==> src/rtl/lock_mem_client_if.sv <==
// Bundle of core-side request/response, lock-arbiter and RAM-port signals
// for one lock_mem_client. The master modport is the client itself; the
// slave modport is whatever surrounds it (core, arbiter and RAM glue).
interface lock_mem_client_if #(
  parameter int ADDR_W = 6
);
  logic              req_valid;
  logic              req_we;
  logic [ADDR_W-1:0] req_addr;
  logic [31:0]       req_wdata;
  logic              req_ready;
  logic              rsp_valid;
  logic              rsp_err;
  logic [31:0]       rsp_rdata;
  logic              lock_self;
  logic              lock_peer;
  logic              need_lock;
  logic [ADDR_W-1:0] mem_address;
  logic [31:0]       mem_data;
  logic              mem_wren;
  logic [31:0]       mem_q;

  modport master (
    input  req_valid, req_we, req_addr, req_wdata,
    input  lock_self, lock_peer, mem_q,
    output req_ready, rsp_valid, rsp_err, rsp_rdata,
    output need_lock, mem_address, mem_data, mem_wren
  );

  modport slave (
    output req_valid, req_we, req_addr, req_wdata,
    output lock_self, lock_peer, mem_q,
    input  req_ready, rsp_valid, rsp_err, rsp_rdata,
    input  need_lock, mem_address, mem_data, mem_wren
  );
endinterface

==> src/rtl/lock_mem_client.sv <==
// Initiator side of the shared-memory lock protocol. Takes one load/store
// from the core, requests the lock, performs the access on its RAM port
// once granted, replays the access if the arbiter preempts it, and gives
// up with an error response if the grant never arrives.
module lock_mem_client #(
  parameter int ADDR_W        = 6,
  parameter int RD_LATENCY    = 2,
  parameter int GRANT_TIMEOUT = 15
) (
  input  logic                  clk,
  input  logic                  rst,
  lock_mem_client_if.master     bus,
  output logic                  timeout_err,
  output logic [7:0]            retry_cnt
);

  typedef enum logic [2:0] {
    IDLE,
    REQ,
    ACCESS,
    WAIT,
    RELEASE
  } state_t;

  // Timeout fires on the edge where the wait counter would reach the limit.
  localparam logic [7:0] TimeoutLast = 8'(GRANT_TIMEOUT - 1);
  localparam logic [1:0] ReadLast    = 2'(RD_LATENCY);

  state_t            r_state;
  logic              r_we;
  logic [7:0]        r_waitCnt;
  logic [1:0]        r_latCnt;
  logic              r_reqReady;
  logic              r_rspValid;
  logic              r_rspErr;
  logic [31:0]       r_rspRdata;
  logic              r_needLock;
  logic [ADDR_W-1:0] r_memAddress;
  logic [31:0]       r_memData;
  logic              r_timeoutErr;
  logic [7:0]        r_retryCnt;

  logic w_grant;
  logic w_preempt;

  // Grant means the arbiter stalled the peer and not us.
  assign w_grant   = bus.lock_peer && !bus.lock_self;
  assign w_preempt = bus.lock_self;

  assign bus.req_ready   = r_reqReady;
  assign bus.rsp_valid   = r_rspValid;
  assign bus.rsp_err     = r_rspErr;
  assign bus.rsp_rdata   = r_rspRdata;
  assign bus.need_lock   = r_needLock;
  assign bus.mem_address = r_memAddress;
  assign bus.mem_data    = r_memData;
  // Write strobe is gated by lock_self directly so a late preemption can
  // never let a store through while this core is stalled.
  assign bus.mem_wren    = (r_state == ACCESS) && r_we && !bus.lock_self;
  assign timeout_err     = r_timeoutErr;
  assign retry_cnt       = r_retryCnt;

  // Protocol state machine with all handshake outputs registered.
  always_ff @(posedge clk or negedge rst) begin
    if (!rst) begin
      r_state      <= IDLE;
      r_we         <= 1'b0;
      r_waitCnt    <= 8'd0;
      r_latCnt     <= 2'd0;
      r_reqReady   <= 1'b1;
      r_rspValid   <= 1'b0;
      r_rspErr     <= 1'b0;
      r_rspRdata   <= 32'd0;
      r_needLock   <= 1'b0;
      r_memAddress <= '0;
      r_memData    <= 32'd0;
      r_timeoutErr <= 1'b0;
      r_retryCnt   <= 8'd0;
    end else begin
      r_rspValid <= 1'b0;
      r_rspErr   <= 1'b0;
      case (r_state)
        IDLE: begin
          if (bus.req_valid) begin
            r_we         <= bus.req_we;
            r_memAddress <= bus.req_addr;
            r_memData    <= bus.req_wdata;
            r_needLock   <= 1'b1;
            r_waitCnt    <= 8'd0;
            r_reqReady   <= 1'b0;
            r_state      <= REQ;
          end
        end
        REQ: begin
          if (w_grant) begin
            r_state <= ACCESS;
          end else if (r_waitCnt == TimeoutLast) begin
            r_timeoutErr <= 1'b1;
            r_rspValid   <= 1'b1;
            r_rspErr     <= 1'b1;
            r_needLock   <= 1'b0;
            r_state      <= RELEASE;
          end else begin
            r_waitCnt <= r_waitCnt + 8'd1;
          end
        end
        ACCESS, WAIT: begin
          if (w_preempt) begin
            // Abandon this attempt; the whole access is replayed after regrant.
            r_waitCnt <= 8'd0;
            if (r_retryCnt != 8'hFF) begin
              r_retryCnt <= r_retryCnt + 8'd1;
            end
            r_state <= REQ;
          end else if (r_state == ACCESS) begin
            if (r_we) begin
              r_rspValid <= 1'b1;
              r_needLock <= 1'b0;
              r_state    <= RELEASE;
            end else begin
              r_latCnt <= 2'd1;
              r_state  <= WAIT;
            end
          end else if (r_latCnt == ReadLast) begin
            r_rspRdata <= bus.mem_q;
            r_rspValid <= 1'b1;
            r_needLock <= 1'b0;
            r_state    <= RELEASE;
          end else begin
            r_latCnt <= r_latCnt + 2'd1;
          end
        end
        RELEASE: begin
          r_reqReady <= 1'b1;
          r_state    <= IDLE;
        end
        default: begin
          r_needLock <= 1'b0;
          r_reqReady <= 1'b1;
          r_state    <= IDLE;
        end
      endcase
    end
  end

endmodule

==> src/flat_wrapper.sv <==
// flat-port wrapper written by rule: the top's interface ports become plain ports
module lock_mem_client_flat 
#(
  parameter int ADDR_W        = 6,
  parameter int RD_LATENCY    = 2,
  parameter int GRANT_TIMEOUT = 15
)
  (clk, rst, timeout_err, retry_cnt, bus_req_valid, bus_req_we, bus_req_addr, bus_req_wdata, bus_lock_self, bus_lock_peer, bus_mem_q, bus_req_ready, bus_rsp_valid, bus_rsp_err, bus_rsp_rdata, bus_need_lock, bus_mem_address, bus_mem_data, bus_mem_wren);
  lock_mem_client_if #(.ADDR_W(ADDR_W)) bus_i ();
  input  logic clk;
  input  logic rst;
  output logic timeout_err;
  output logic [7:0] retry_cnt;
  input wire logic [$bits(bus_i.req_valid)-1:0] bus_req_valid;
  input wire logic [$bits(bus_i.req_we)-1:0] bus_req_we;
  input wire logic [$bits(bus_i.req_addr)-1:0] bus_req_addr;
  input wire logic [$bits(bus_i.req_wdata)-1:0] bus_req_wdata;
  input wire logic [$bits(bus_i.lock_self)-1:0] bus_lock_self;
  input wire logic [$bits(bus_i.lock_peer)-1:0] bus_lock_peer;
  input wire logic [$bits(bus_i.mem_q)-1:0] bus_mem_q;
  output wire logic [$bits(bus_i.req_ready)-1:0] bus_req_ready;
  output wire logic [$bits(bus_i.rsp_valid)-1:0] bus_rsp_valid;
  output wire logic [$bits(bus_i.rsp_err)-1:0] bus_rsp_err;
  output wire logic [$bits(bus_i.rsp_rdata)-1:0] bus_rsp_rdata;
  output wire logic [$bits(bus_i.need_lock)-1:0] bus_need_lock;
  output wire logic [$bits(bus_i.mem_address)-1:0] bus_mem_address;
  output wire logic [$bits(bus_i.mem_data)-1:0] bus_mem_data;
  output wire logic [$bits(bus_i.mem_wren)-1:0] bus_mem_wren;
  assign bus_i.req_valid = bus_req_valid;
  assign bus_i.req_we = bus_req_we;
  assign bus_i.req_addr = bus_req_addr;
  assign bus_i.req_wdata = bus_req_wdata;
  assign bus_i.lock_self = bus_lock_self;
  assign bus_i.lock_peer = bus_lock_peer;
  assign bus_i.mem_q = bus_mem_q;
  assign bus_req_ready = bus_i.req_ready;
  assign bus_rsp_valid = bus_i.rsp_valid;
  assign bus_rsp_err = bus_i.rsp_err;
  assign bus_rsp_rdata = bus_i.rsp_rdata;
  assign bus_need_lock = bus_i.need_lock;
  assign bus_mem_address = bus_i.mem_address;
  assign bus_mem_data = bus_i.mem_data;
  assign bus_mem_wren = bus_i.mem_wren;
  lock_mem_client #(.ADDR_W(ADDR_W), .RD_LATENCY(RD_LATENCY), .GRANT_TIMEOUT(GRANT_TIMEOUT)) u_core (.clk(clk), .rst(rst), .bus(bus_i), .timeout_err(timeout_err), .retry_cnt(retry_cnt));
endmodule
==> config.mk <==
export PLATFORM = sky130hd
export DESIGN_NAME = lock_mem_client_flat
export DESIGN_NICKNAME = d
export VERILOG_FILES = /design/src/rtl/lock_mem_client_if.sv /design/src/rtl/lock_mem_client.sv /design/src/flat_wrapper.sv
export SDC_FILE = /design/constraint.sdc
export NUM_CORES = 1
export LEC_CHECK = 0
export CORE_ASPECT_RATIO = 2
export CORE_MARGIN = 2
export CORE_UTILIZATION = 25
export CTS_BUF_LIST = sky130_fd_sc_hd__clkbuf_16
export DETAILED_ROUTE_END_ITERATION = 6
export MAX_ROUTING_LAYER = met4
export SYNTH_ARGS = -nofsm -noshare
export SYNTH_HDL_FRONTEND = slang
export SYNTH_SLANG_ARGS = --single-unit
==> constraint.sdc <==
create_clock -name clk -period 2.75 [get_ports clk]
set_clock_uncertainty 0.1 [all_clocks]
set_input_delay 0.825 -clock clk [delete_from_list [all_inputs] [get_ports clk]]
set_output_delay 0.825 -clock clk [all_outputs]
set_load 0.005 [all_outputs]
---- Yosys cells after proc, flatten, opt, wreduce, memory -nomap -nowiden ----
Index checks and enable logic that the tools add are counted.
operators by class
  divide/modulo/power cells ............... 0
  magnitude comparators ................... 0
  reduce and logical (&&, ||, !) cells .... 17
  muxes and demuxes ....................... 34
  multiply operators ...................... 0
  bitwise gates (word level) .............. 5
  equality and inequality tests ........... 19
  shift-type cells ........................ 0
  add/sub/neg operators ................... 3
operators by type and width
  kind                   count
  $mux W8                4
  $pmux W8 S3            1
  $mux W3                7
  $add A8 B1 Y8 const B  2
  $mux W1                15
  $ne A2 B2 Y1 const B   6
  $pmux W3 S3            1
  $reduce_and A3 Y1      3
  $eq A8 B4 Y1 const B   1
  $ne A8 B8 Y1 const B   1
  $reduce_and A4 Y1      2
  $reduce_and A7 Y1      1
  $eq A3 B2 Y1 const B   2
  $mux W2                3
  $ne A3 B1 Y1 const B   2
  $not A1 Y1             5
  $reduce_and A5 Y1      1
  $ne A2 B1 Y1 const B   2
  $ne A4 B2 Y1 const B   1
  $pmux W1 S2            2
  $pmux W1 S4            1
  $reduce_and A2 Y1      2
  $eq A3 B1 Y1 const B   1
  $eq A3 B3 Y1 const B   1
  9 further kinds        11
storage, ports and cells
  memories kept ........................... 0
  bits in latches ......................... 0
  register bits after elaboration ......... 97
  output and inout bits ................... 84
  input bits .............................. 76
  bits in read-only memories .............. 0
  bits in writable memories ............... 0
  word-level logic and storage cells ...... 91

---- Longest topological paths before layout ----
Gate-level depths: netlist (run 1).
  word-level depth ........................ 5
  depth in mapped cells ................... 6
  depth with buffers taken out ............ 6

---- Least setup slack after synthesis (run 1) ----
OpenSTA, ideal clock, no wires.
  path kind ............................... input-to-reg
  start point ............................. input bus_lock_self
  end point ............................... register u_core.r_rspRdata[0] (netlist: u_core.bus.rsp_rdata[0])
  setup slack ............................. 566 ps
  arrival time ............................ 1960 ps
  required time ........................... 2525 ps
  buffers on the path ..................... 2
  library setup time ...................... 125 ps
  stages on the path ...................... 5
  path through ............................ buf_6 > nand2b_1 > nor2_1 > buf_6 > mux2_2
between the ends
  word-level cells in the longest chain between the ends .. 2
ends and longest elaborated chain
  what                         line                    text
  start: declaration           flat_wrapper.sv:18      input wire logic [$bits(bus_i.lock_self)-1:0] bus_lock_self;
  $not A1 Y1 (no line)         n/a
  $reduce_and A4 Y1 (no line)  n/a
  end signal: assignment       lock_mem_client.sv:125  r_rspRdata <= bus.mem_q;
  end: declaration             lock_mem_client.sv:36   logic [31:0] r_rspRdata;
Every way passes these cells.
A chain may end at the register's enable or synchronous reset.

---- Worst setup path in the final report (run 1) ----
  start point ............................. input bus_lock_self
  end point ............................... output bus_mem_wren
between the ends
  word-level cells in the longest chain between the ends .. 2
ends and longest elaborated chain
  what                 line                   text
  $logic_not A1 Y1     lock_mem_client.sv:59  assign bus.mem_wren = (r_state == ACCESS) && r_we && !bus.lock_self;
  $logic_and A1 B1 Y1  lock_mem_client.sv:59
  end: declaration     flat_wrapper.sv:28     output wire logic [$bits(bus_i.mem_wren)-1:0] bus_mem_wren;
Every way passes these cells.

==> results.sh, run 1 <==
export IMPL_grt_pass1_wl_um=15280
export IMPL_wl_per_cell_um=14.40
export IMPL_drtIter0Drc=67
export IMPL_worst_pin_slew_ps=413.1
export IMPL_vias_per_cell=4.385
export IMPL_cp_start_kind="primary input"
export IMPL_cp_cell_sequence="clkdlybuf4s50_1, nand2b_1, nor2_1, clkbuf_2"
export IMPL_drv_slew=0
export IMPL_max_slew_margin_rel_pct=72.39
export IMPL_syn_num_nets=370
export IMPL_vias=2929
export IMPL_synth_edf_count=0
export IMPL_yosys_register_bits=97
export IMPL_io_buffers=159
export IMPL_grt_pass1_vias=3009
export IMPL_yosys_top_cells_area="dfrtp_1 (59%), mux2_2 (19%), buf_6 (1.4%)"
export IMPL_setup_violations_final=0
export IMPL_cts_hold_buf=0
export IMPL_hp_class="primary input to async pin"
export IMPL_syn_to_final_growth_pct=53.08
export IMPL_synth_cells=290
export IMPL_netlist_area_leader_share_pct=58.77
export IMPL_dp_hpwl_um=6941
export IMPL_end_kind="output port"
export IMPL_ant_nets=0
export IMPL_grt_max_degree=45
export IMPL_io_pins=160
export IMPL_clock_sinks=97
export IMPL_synth_most_common_cell="dfrtp_1"
export IMPL_criticalPathCategory="primary input to output port"
export IMPL_finish_instance_area_sq_um=6257
export IMPL_coreArea_sq_um=16100
export IMPL_start_util_pct=25.38
export IMPL_first_pass_iters=4
export IMPL_peakVddDrop_mv=0.4250
export IMPL_layout_drive_gt1_share_pct=24.35
export IMPL_total_power_w=0.005651
export IMPL_track_usage_pct=11.54
export IMPL_status="finished, final reports clean"
export IMPL_rsz0062_at_grt="no"
export IMPL_worstPathRequired_ps=1830
export IMPL_power_density_nw_per_um2=903.1
export IMPL_synth_warnings=0
export IMPL_ys_flop_type="dfrtp_1"
export IMPL_ys_types=48
export IMPL_min_period_ps=2581
export IMPL_clockRootBuffer="clkbuf_16"
export IMPL_place_gp_congestion=0.7832
export IMPL_numCtsBuffers=9
export IMPL_drcViolationCount=0
export IMPL_tns_ps=0
export IMPL_syn_cell_area_sq_um=4088
export IMPL_fp_dieW_um=94.42
export IMPL_ys_async_sr_fraction_pct=100.0
export IMPL_critical_path_top_delay_family="buffers and inverters"
export IMPL_hold_violations=0
export IMPL_antenna_found_initial=0
export IMPL_diodes=0
export IMPL_whs_ps=304.9
export IMPL_clk_pin_slew_ps=70
export IMPL_cts_tree="done"
export IMPL_place_ws_ps=-226.4
export IMPL_die_y_um=184.8
export IMPL_gr_total_overflow=0
export IMPL_crit_buf_inv=2
export IMPL_yosys_area_top_type="dfrtp_1"
export IMPL_slowest_stage="clkdlybuf4s50_1"
export IMPL_cts_path_max_buffers=2
export IMPL_critPathMaxFanout=2
export IMPL_ys_seq_area_share_pct=59.41
export IMPL_std_cell_rows=66
export IMPL_die_area_sq_um=17450
export IMPL_maxCapViolations=0
export IMPL_arrival_ps=1660
export IMPL_drt_wl_total_um=9622
export IMPL_postSynthAreaPerCell_sq_um=14.10
export IMPL_h_tree_depth=3
export IMPL_synth_common_cells="dfrtp_1 (96), mux2_2 (69), a21oi_1 (11), nor2_1 (11), nand2_1 (9)"
export IMPL_fmax_ghz=0.3874
export IMPL_slowest_delay_ps=420
export IMPL_period_share_pct=93.87
export IMPL_post_route_worst_setup_slack_ps=168.6
export IMPL_dpl_cell_area_sq_um=5961
export IMPL_p_leak_nw=2.644
export IMPL_fin_nets=539
export IMPL_clk_latency_ps=340
[area by class of cell]
| cell class | instances | area, sq um |
|---|---|---|
| fillers | 1557 | 9846 |
| flip-flops and latches | 97 | 2429 |
| repair buffers | 169 | 1697 |
| multi-input cells | 174 | 1545 |
| well taps | 204 | 255.2 |
| clock buffers | 9 | 225.2 |
| clock inverters | 7 | 76.32 |
| inverters | 8 | 30.03 |
[through the flow]
stage | util, % | cells
floorplan | - | 290
global placement | 37.02 | 652
detailed placement | 37.02 | 652
CTS | 38.88 | 668
global route | 38.86 | 668
finish | 38.86 | 668
[layer usage]
| metal | global-route usage, % | up-vias | part of all wire, % |
|---|---|---|---|
| met2 | 16.54 | 163 | 40 |
| met1 | 14.71 | 1382 | 46 |
| met4 | 4.174 | 0 | 1.4 |
| met3 | 4.597 | 9 | 13 |
| li1 | - | 1375 | - |
| met5 | - | - | 0 |
[kinds of logic after synthesis]
kind of cell | share of synthesized area [%]
simple gates | 7.745
compound gates | 6.091
mux | 20.97
buf+inv | 3.061
flops | 59.41
xor+xnor | 1.500
fa+ha+maj | 1.224
[state kept, by name, summed over array words and instances, names as in the netlist]
name / cells
u_core.bus.req_ready: 1
u_core.r_latCnt: 2
u_core.timeout_err: 1
u_core.bus.rsp_valid: 1
u_core.bus.need_lock: 1
u_core.r_waitCnt: 8
u_core.retry_cnt: 8
u_core.bus.rsp_rdata: 32
u_core.bus.rsp_err: 1
u_core.r_we: 1
u_core.r_state: 3
u_core.bus.mem_data: 32
u_core.bus.mem_address: 6
[worst paths after layout]
check	cells past startpoint	start	to	slack (ps)
setup / recovery	4	bus_lock_self	bus_mem_wren	170
hold / removal	1	rst	u_core.retry_cnt[3]$_DFFE_PN0P_	300
setup reg to reg	6	u_core.r_waitCnt[0]$_DFFE_PN0P_	u_core.r_waitCnt[3]$_DFFE_PN0P_	670
hold reg to reg	1	u_core.timeout_err$_DFFE_PN0P_	u_core.timeout_err$_DFFE_PN0P_	370
max in group asynchronous	2	rst	u_core.bus.mem_data[9]$_DFFE_PN0P_	1530
min in group clk	1	u_core.timeout_err$_DFFE_PN0P_	u_core.timeout_err$_DFFE_PN0P_	370
[report_power, final]
part / total [W] / switching, W / internal, W
Sequential: 0.00221 / 0.000294 / 0.00191
Clock: 0.00127 / 0.000559 / 0.000712
Combinational: 0.00217 / 0.000770 / 0.00140
Total: 0.00565 / 0.00162 / 0.00403
[what timing repair did]
item	4_1_cts	5_1_grt
buffers inserted	0	0
cloned	0	0
resized for setup	1	2
setup endpoints to repair	1	1
[placed cells by master, fill, tap and decap left out, types with 4 or more instances in the layout]
cell type        count
mux2_1               4
nor3_1               4
a21oi_1             11
mux2_2              69
clkdlybuf4s50_1    157
buf_4                8
inv_1                8
nor2_1              10
nand2_1              9
dfrtp_1             96
nand3_1              8
ha_1                 4
xor2_1               6
clkbuf_16            9
o21ai_0              4
Power figures use the tool's default switching activity.
==> inputs of run 2 (changes only) <==
--- a/config.mk
+++ b/config.mk
@@ -7,7 +7,7 @@
 export LEC_CHECK = 0
 export CORE_ASPECT_RATIO = 2
 export CORE_MARGIN = 2
-export CORE_UTILIZATION = 25
+export CORE_UTILIZATION = 30
 export CTS_BUF_LIST = sky130_fd_sc_hd__clkbuf_16
 export DETAILED_ROUTE_END_ITERATION = 6
 export MAX_ROUTING_LAYER = met4
==> results.sh, run 2 (synthesis results as in run 1) <==
export IMPL_total_power_w=0.005590
export IMPL_tns_ps=0
export IMPL_cp_start_kind="primary input"
export IMPL_r2r_slack_ps=620
export IMPL_numCtsBuffers=9
export IMPL_first_pass_iters=4
export IMPL_gr_total_overflow=0
export IMPL_ant_nets=0
export IMPL_drcViolationCount=0
export IMPL_drv_slew=0
export IMPL_fillers=1259
export IMPL_status="finished, final reports clean"
export IMPL_final_common_cell="clkdlybuf4s50_1"
export IMPL_io_buffers=159
export IMPL_r2r_start="u_core.r_waitCnt[0]$_DFFE_PN0P_"
export IMPL_hp_class="primary input to async pin"
export IMPL_start_util_pct=30.59
export IMPL_cts_path_max_buffers=2
export IMPL_cts_hold_buf=0
export IMPL_vias=2945
export IMPL_final_core_utilization_pct=46.34
export IMPL_critPathMaxFanout=2
export IMPL_cts_tree="done"
export IMPL_die_area_sq_um=14630
export IMPL_rr_worst_depth=6
export IMPL_clockRootBuffer="clkbuf_16"
export IMPL_grt_max_degree=41
export IMPL_p_leak_nw=2.648
export IMPL_min_period_ps=2602
export IMPL_clk_latency_ps=330
export IMPL_setup_violations_final=0
export IMPL_drt_wl_total_um=9909
export IMPL_grt_pass1_vias=3265
export IMPL_worst_pin_slew_ps=429.9
export IMPL_arrival_ps=1680
export IMPL_fmax_ghz=0.3843
export IMPL_fin_nets=540
export IMPL_hold_violations=0
export IMPL_drtIter0Drc=90
export IMPL_r2r_end="u_core.r_waitCnt[1]$_DFFE_PN0P_"
export IMPL_whs_ps=325.8
export IMPL_die_y_um=169.1
export IMPL_criticalPathCategory="primary input to output port"
export IMPL_period_share_pct=94.61
export IMPL_max_slew_margin_rel_pct=71.34
export IMPL_worstPathRequired_ps=1830
export IMPL_wl_per_cell_um=15.96
export IMPL_peakVddDrop_mv=0.4496
export IMPL_power_density_nw_per_um2=902.7
export IMPL_place_ws_ps=-268.0
export IMPL_grt_pass1_wl_um=15970
export IMPL_clk_pin_slew_ps=70
export IMPL_std_cell_rows=60
export IMPL_h_tree_depth=3
export IMPL_maxCapViolations=0
export IMPL_fp_dieW_um=86.54
export IMPL_io_pins=160
export IMPL_rsz0062_at_grt="no"
export IMPL_vias_per_cell=4.742
export IMPL_antenna_found_initial=1
export IMPL_layout_drive_gt1_share_pct=23.87
export IMPL_place_gp_congestion=0.7807
export IMPL_dp_hpwl_um=7545
export IMPL_clock_sinks=97
export IMPL_coreArea_sq_um=13360
export IMPL_track_usage_pct=14.16
export IMPL_post_route_worst_setup_slack_ps=148.1
export IMPL_end_kind="output port"
export IMPL_syn_to_final_growth_pct=51.48
export IMPL_final_cell_mix="clkdlybuf4s50_1 (157), dfrtp_1 (96), mux2_2 (69)"
## run 2: cell types whose count changed in the layout (fill, tap and decap cells not counted), sizes merged
cell,change
buf,+1
clkinv,+2
clkinvlp,-1
diode,+1
inv,-1
## run 2: layout make-up
cell class              count  area (sq um)  area share [%]
diodes                      1         2.502         0.04041
clock buffers               9         225.2           3.637
repair buffers            170          1704           27.52
inverters                   8         30.03          0.4849
multi-input cells         174          1545           24.95
well taps                 155         193.9           3.132
clock inverters             7         62.56           1.010
flip-flops and latches     97          2429           39.22
## run 2: routing by layer
layer,GRT usage [%],wire [um]
met2,25.92,5615
met5,-,0
met1,14.55,3554
met3,2.877,560
met4,5.163,178
## run 2: how the worst max path moves through the flow
stage,startpoint,slack (ps),end
floorplan,bus_lock_self,570,u_core.bus.rsp_rdata[0]$_DFFE_PN0P_
global route,bus_lock_self,80,bus_mem_wren
CTS,bus_lock_self,7,bus_mem_wren
detailed placement,bus_lock_self,-270,bus_mem_wren
global placement,bus_lock_self,-260,bus_mem_wren
finish,bus_lock_self,150,bus_mem_wren
## run 2: critical path, cell delays in order
cell	delay, ps
clkdlybuf4s50_1	410
nand2b_1	170
nor2_1	130
clkbuf_2	140
## run 2: what timing repair did
action / in CTS / in global routing
gates resized for setup: 1 / 2
setup endpoints to repair: 1 / 1
cloned: 0 / 0
hold endpoints to repair: 0 / 0
setup buffers: 0 / 0
## run 2: stage by stage
step           instances  instance area [sq um]
2_1_floorplan        290                   4088
3_3_place_gp         604                   5907
3_5_place_dp         604                   5907
4_1_cts              620                   6193
5_1_grt              621                   6192
6_report             621                   6192
## run 2: power breakdown
part           total (W)  switching [W]  internal (W)
sequential       0.00221       0.000293       0.00191
clock            0.00122       0.000525      0.000696
combinational    0.00216       0.000761       0.00140
==> RTL edit 1: new RTL, flow settings as in run 1 <==
`ADDR_W` is set to 6 in 3 places; all go to 8.
--- a/src/rtl/lock_mem_client_if.sv
+++ b/src/rtl/lock_mem_client_if.sv
@@ -2,7 +2,7 @@
 // for one lock_mem_client. The master modport is the client itself; the
 // slave modport is whatever surrounds it (core, arbiter and RAM glue).
 interface lock_mem_client_if #(
-  parameter int ADDR_W = 6
+  parameter int ADDR_W = 8
 );
   logic              req_valid;
   logic              req_we;
--- a/src/rtl/lock_mem_client.sv
+++ b/src/rtl/lock_mem_client.sv
@@ -3,7 +3,7 @@
 // once granted, replays the access if the arbiter preempts it, and gives
 // up with an error response if the grant never arrives.
 module lock_mem_client #(
-  parameter int ADDR_W        = 6,
+  parameter int ADDR_W        = 8,
   parameter int RD_LATENCY    = 2,
   parameter int GRANT_TIMEOUT = 15
 ) (
--- a/src/flat_wrapper.sv
+++ b/src/flat_wrapper.sv
@@ -1,7 +1,7 @@
 // flat-port wrapper written by rule: the top's interface ports become plain ports
 module lock_mem_client_flat 
 #(
-  parameter int ADDR_W        = 6,
+  parameter int ADDR_W        = 8,
   parameter int RD_LATENCY    = 2,
   parameter int GRANT_TIMEOUT = 15
 )
Ports: changed (resized bus_mem_address and bus_req_addr); port bits go from 160 to 164. The function was not compared with the original's and may differ.
==> RTL edit 1 against run 1 <==
- count of clock-buffer cells in the layout did not move
- design area rose by 1.9%
- non-clock buffer count rose by 3
- synthesized area rose by 1.7%
- wire length rose by 11%
- final cell count did not move
- largest cell class unchanged
- sequential cell count rose by 2
- power rose by 4.6%
- setup slack got worse by 82 ps
- critical path depth did not move
==> RTL edit 1: results (changes against run 1) <==
Status: finished, final reports clean
Final setup viols: 0 (unchanged)
Root Buffer: clkbuf_16
Top cells by area, synth: dfrtp_1 (59%), mux2_2 (19%), xnor2_1 (1.3%), ha_1 (1.2%), buf_2 (0.96%)
Vias per cell: 4.44 (+1.3%)
Clock-pin transition on the worst setup and hold timing paths: 70 ps (about the same)
Overflow after GRT: 0 (unchanged)
Layout cells sized above 1: 24.4% (unchanged)
Global-route wire length before repair: 17000 µm (+12%)
Hpwl dp: 8000 µm (+15%)
Initial DRC count: 64 (-4.5%)
Clock Tree Buf Depth: 2 (unchanged)
Synth warn: 0 (unchanged)
Synth unique cells: 52 (+8.3%)
Initial antenna violation count: 0 (unchanged)
Leakage: 2.71 nW (+2.5%)
First-pass DRT Iterations: 4 (unchanged)
Number of global-route vias before repair: 3273 (+8.8%)
Finished Layout Cells: 668 (unchanged)
Max incr delay on CP: 410 ps
Fin nets: 541 (+0.37%)
Antenna Diode Count: 0 (unchanged)
Pin count of the biggest net entering global routing: 92 (+100%)
GRT Resource Usage Total: 13.0% (+1.4 points)
Placed Cells: 652 (unchanged)
Worst min-delay path category: input pin to async pin
DRT Wirelength: 10700 µm (+11%)
WP data arrival: 1740 ps (+80 ps)
Worst slack at placement: -205 ps (+21.5 ps)
FILL cells: 1570 (+0.83%)
Synthesized net count: 369 (-0.27%)
Post-synth top cells: dfrtp_1 (98), mux2_2 (71), buf_2 (8), nand2_1 (8)
Syn Area/Cell: 14.5 µm² (+2.7%)
Tightest Pin Transition: 526 ps (+113 ps)
Worst-Skew Late Latency: 340 ps (about the same)
TritonCTS Buffers: 9 (unchanged)
Sequential fraction of the synthesis area: 59.6% (+0.22 points)
Worst IR Drop VDD: 0.387 mV (-8.8%)
Critical Path Fanout Max: 2 (unchanged)
GP Congestion: 0.747 (-4.6%)
Async SR Flop Fraction: 100% (unchanged)
Htree depth: 3 (unchanged)
Slowest cell on the critical path: clkdlybuf4s50_1
Port Buffers: 163 (+2.5%)
## RTL edit 1: cell count changes after synthesis, sizes merged, moves of 3 or more
cell   delta
nor3      -4
xnor2     +5
a21oi     -6
nand3     -5
xor2      -5
nand4     +3
nor2      -4
and3      +4
## RTL edit 1: final cells by class
cell class | instances | area (µm²) | area share (%)
clock buffer | 9 | 225 | 3.53
inverter | 7 | 26.3 | 0.412
timing repair buffer | 172 | 1730 | 27.2
tap | 204 | 255 | 4.00
sequential | 99 | 2480 | 38.9
multi-input combinational | 170 | 1570 | 24.7
clock inverter | 7 | 83.8 | 1.32
## RTL edit 1: kinds of logic after synthesis
family                     count (synthesis)  share of synthesized area (%)
AOI/OAI and AO/OA                         32                           6.14
and+or+nand+nor                           49                           7.89
DFF                                       99                           59.6
adders and majority gates                  4                           1.20
xor gates and xnor gates                   7                           1.48
buffers and inverters                     18                           2.53
muxes                                     78                           21.1
## RTL edit 1: power breakdown
group / switching (mW) / internal [mW] / total (mW)
combinational: 0.798 / 1.48 / 2.28
clock: 0.542 / 0.788 / 1.33
sequential: 0.310 / 1.99 / 2.30
## RTL edit 1: critical path: cells and delay by family
family,cells,cell delay [ps]
AND/OR/NAND/NOR,2,260
buffers and inverters,2,650
## RTL edit 1: path summary, 6_finish.rpt
path / startpoint / endpoint / slack [ps] / cells after the start
min in group clk: u_core.timeout_err / u_core.timeout_err / 370 / 1
worst min-delay path: rst / u_core.bus.mem_data[25] / 200 / 1
worst min register to register: u_core.timeout_err / u_core.timeout_err / 370 / 1
max in group asynchronous: rst / u_core.bus.rsp_rdata[18] / 1610 / 2
worst max register to register: u_core.r_waitCnt[0] / u_core.r_waitCnt[7] / 600 / 6
worst max-delay path: bus_lock_self / bus_mem_wren / 90 / 4
## RTL edit 1: per-layer routing
layer	vias to the layer above	routed length [µm]	GRT usage, %
li1	1371	-	-
met1	1499	3700	12.8
met2	78	6250	23.4
met3	18	386	2.26
met4	0	352	6.63
met5	-	0	-
## RTL edit 1: repair_timing
item | 4_1_cts | 5_1_grt
setup endpoints to repair | 1 | 0
gates resized for setup | 1 | 0
setup buffers | 0 | 0
## RTL edit 1: metrics by stage
step | util, % | instance area, µm²
after floorplan | - | 4160
after global placement | 37.3 | 6070
after detailed placement | 37.3 | 6070
after CTS | 39.2 | 6370
after global routing | 39.2 | 6370
final | 39.2 | 6370
==> RTL edit 2: new RTL, settings of run 1 <==
Made on the original files. The 5 states of `state_t` get a one-hot encoding in 5 bits.
--- a/src/rtl/lock_mem_client.sv
+++ b/src/rtl/lock_mem_client.sv
@@ -14,12 +14,12 @@
   output logic [7:0]            retry_cnt
 );
 
-  typedef enum logic [2:0] {
-    IDLE,
-    REQ,
-    ACCESS,
-    WAIT,
-    RELEASE
+  typedef enum logic [4:0] {
+    IDLE    = 5'b00001,
+    REQ     = 5'b00010,
+    ACCESS  = 5'b00100,
+    WAIT    = 5'b01000,
+    RELEASE = 5'b10000
   } state_t;
 
   // Timeout fires on the edge where the wait counter would reach the limit.
Check against the original RTL: no difference found for any inputs over 4 cycles, from zero or initial values and one cycle with rst low; so few cycles prove little.
==> RTL edit 2 against run 1 <==
- worst hold slack improved by 55 ps
- wire length rose by 22%
- largest power group unchanged
- critical path type is now flop to output pin
- sequential cell count rose by 2
- power fell by 14%
- synthesized area rose by 7.2%
- die area rose by 7.0%
- setup slack got worse by 160 ps
- design area rose by 5.2%
- critical endpoint unchanged
- combinational power fell by 24%
==> RTL edit 2: results (changes against run 1) <==
Root Buffer: clkbuf_16
Critical Path Fanout Max: 2 (unchanged)
Antenna Diode Count: 0 (unchanged)
Relative slew slack: 63.2% (-9.2 points)
Pin count of the biggest net entering global routing: 41 (-8.9%)
Placed inst area: 0.00628 mm² (+5.4%)
GRT Resource Usage Total: 13.4% (+1.9 points)
Fin. max-slew vios: 0 (unchanged)
Async SR Flop Fraction: 100% (unchanged)
Top cells by area, synth: dfrtp_1 (55%), mux2_4 (10%), mux2_2 (9.8%), buf_6 (2.1%), xor2_1 (1.8%)
Worst-Skew Late Latency: 350 ps
Hpwl dp: 9020 µm (+30%)
Htree depth: 3 (unchanged)
Met3 Use GR: 2.74% (-1.9 points)
FILL cells: 1671 (+7.3%)
Sequential fraction of the synthesis area: 56.6% (-2.8 points)
Synth warn: 0 (unchanged)
Worst min-delay path category: input pin to async pin
Worst slack at placement: -142 ps (+84.4 ps)
Port Buffers: 159 (unchanged)
TritonCTS Buffers: 9 (unchanged)
Clock-pin transition on the worst setup and hold timing paths: 80 ps
Synthesized net count: 388 (+4.9%)
Clock Tree Buf Depth: 2 (unchanged)
Worst IR Drop VDD: 0.313 mV (-26%)
Fin nets: 561 (+4.1%)
Met1 GRT Util: 12.8% (-1.9 points)
First-pass DRT Iterations: 4 (unchanged)
Synth unique cells: 51 (+6.3%)
GP Congestion: 0.811 (+3.6%)
Vias per cell: 4.56 (+4.1%)
Number of global-route vias before repair: 3555 (+18%)
Wire per inst: 16.9 µm (+17%)
Post-synth top cells: dfrtp_1 (97), mux2_2 (38), mux2_4 (30), nand3_1 (10), xor2_1 (9)
Status: finished, final reports clean
Initial DRC count: 64 (-4.5%)
Leakage: 2.95 nW (+11%)
Layout cells sized above 1: 24.3% (-0.074 points)
Initial antenna violation count: 0 (unchanged)
Sw Pwr: 1.36 mW (-16%)
Met2 usage: 25.2% (+8.6 points)
Global-route wire length before repair: 19000 µm (+25%)
WP data arrival: 1820 ps (+160 ps)
==> RTL edit 2: cell count changes after synthesis, sizes merged, moves of 3 or more <==
| cell | before | now |
|---|---|---|
| a22oi | 0 | 3 |
| nor2 | 11 | 5 |
| a21oi | 12 | 5 |
| and2 | 2 | 5 |
| nor3 | 5 | 8 |
| nor4 | 0 | 3 |
| xor2 | 6 | 9 |
| buf | 10 | 15 |
| a31oi | 1 | 4 |
| a21o | 0 | 6 |
==> RTL edit 2: logic make-up after synthesis <==
logic type	share of synthesized area (%)
flops	56.6
simple gates	9.16
xor+xnor	1.80
buf+inv	3.68
mux	22.0
compound gates	5.65
fa+ha+maj	1.14
==> RTL edit 2: worst paths after layout <==
kind,from,to,slack (ps),cells past startpoint
max,u_core.r_state[3],bus_mem_wren,8,4
min,rst,u_core.retry_cnt[7],360,1
max reg2reg,u_core.r_state[3],u_core.bus.rsp_valid,580,7
min reg2reg,u_core.timeout_err,u_core.timeout_err,370,1
max in group asynchronous,rst,u_core.r_state[0],1560,2
min in group clk,u_core.timeout_err,u_core.timeout_err,370,1
==> RTL edit 2: power groups by stage <==
stage                     Sequential, mW  Clock, mW  Combinational, mW
after floorplan                     2.05          0              0.728
after global placement              2.04          0               1.65
after detailed placement            2.06          0               1.68
after CTS                           2.03       1.25               1.69
after global routing                2.08       1.32               1.79
final                               2.02       1.20               1.66
==> RTL edit 2: final cells by class <==
type,count,area share [%]
Clock inverter,7,0.760
Inverter,6,0.342
Clock buffer,9,3.42
Tap cell,210,3.99
Sequential cell,99,37.7
Timing Repair Buffer,178,27.2
Multi-Input combinational cell,187,26.6
==> RTL edit 2: per-layer routing <==
layer,share of wire [%],routed length [µm]
met1,33,3910
met2,59,6920
met3,4.0,469
met4,3.7,438
met5,0,0
==> RTL edit 2: worst max-delay path, cell delays in order, from the launching register on <==
cell	delay [ps]
dfrtp_1	400
or4b_4	540
or2_4	250
nor3b_2	150
buf_2	130
==> RTL edit 2: metrics by stage <==
stage | hold slack (ps) | TNS, ps | total power, mW | cells | utilization (%)
floorplan | 345 | 0 | 2.78 | 308 | -
global placement | 354 | -196 | 3.69 | 677 | 36.5
detailed placement | 357 | -142 | 3.74 | 677 | 36.5
CTS | 363 | -13.8 | 4.97 | 695 | 38.2
global route | 384 | -40.1 | 5.19 | 696 | 38.3
finish | 360 | 0 | 4.88 | 696 | 38.3
==> RTL edit 2: timing repair <==
item                       4_1_cts  5_1_grt
resized for setup                5        2
buffers inserted                 2        1
pin swaps                        3        2
setup endpoints to repair        1        1
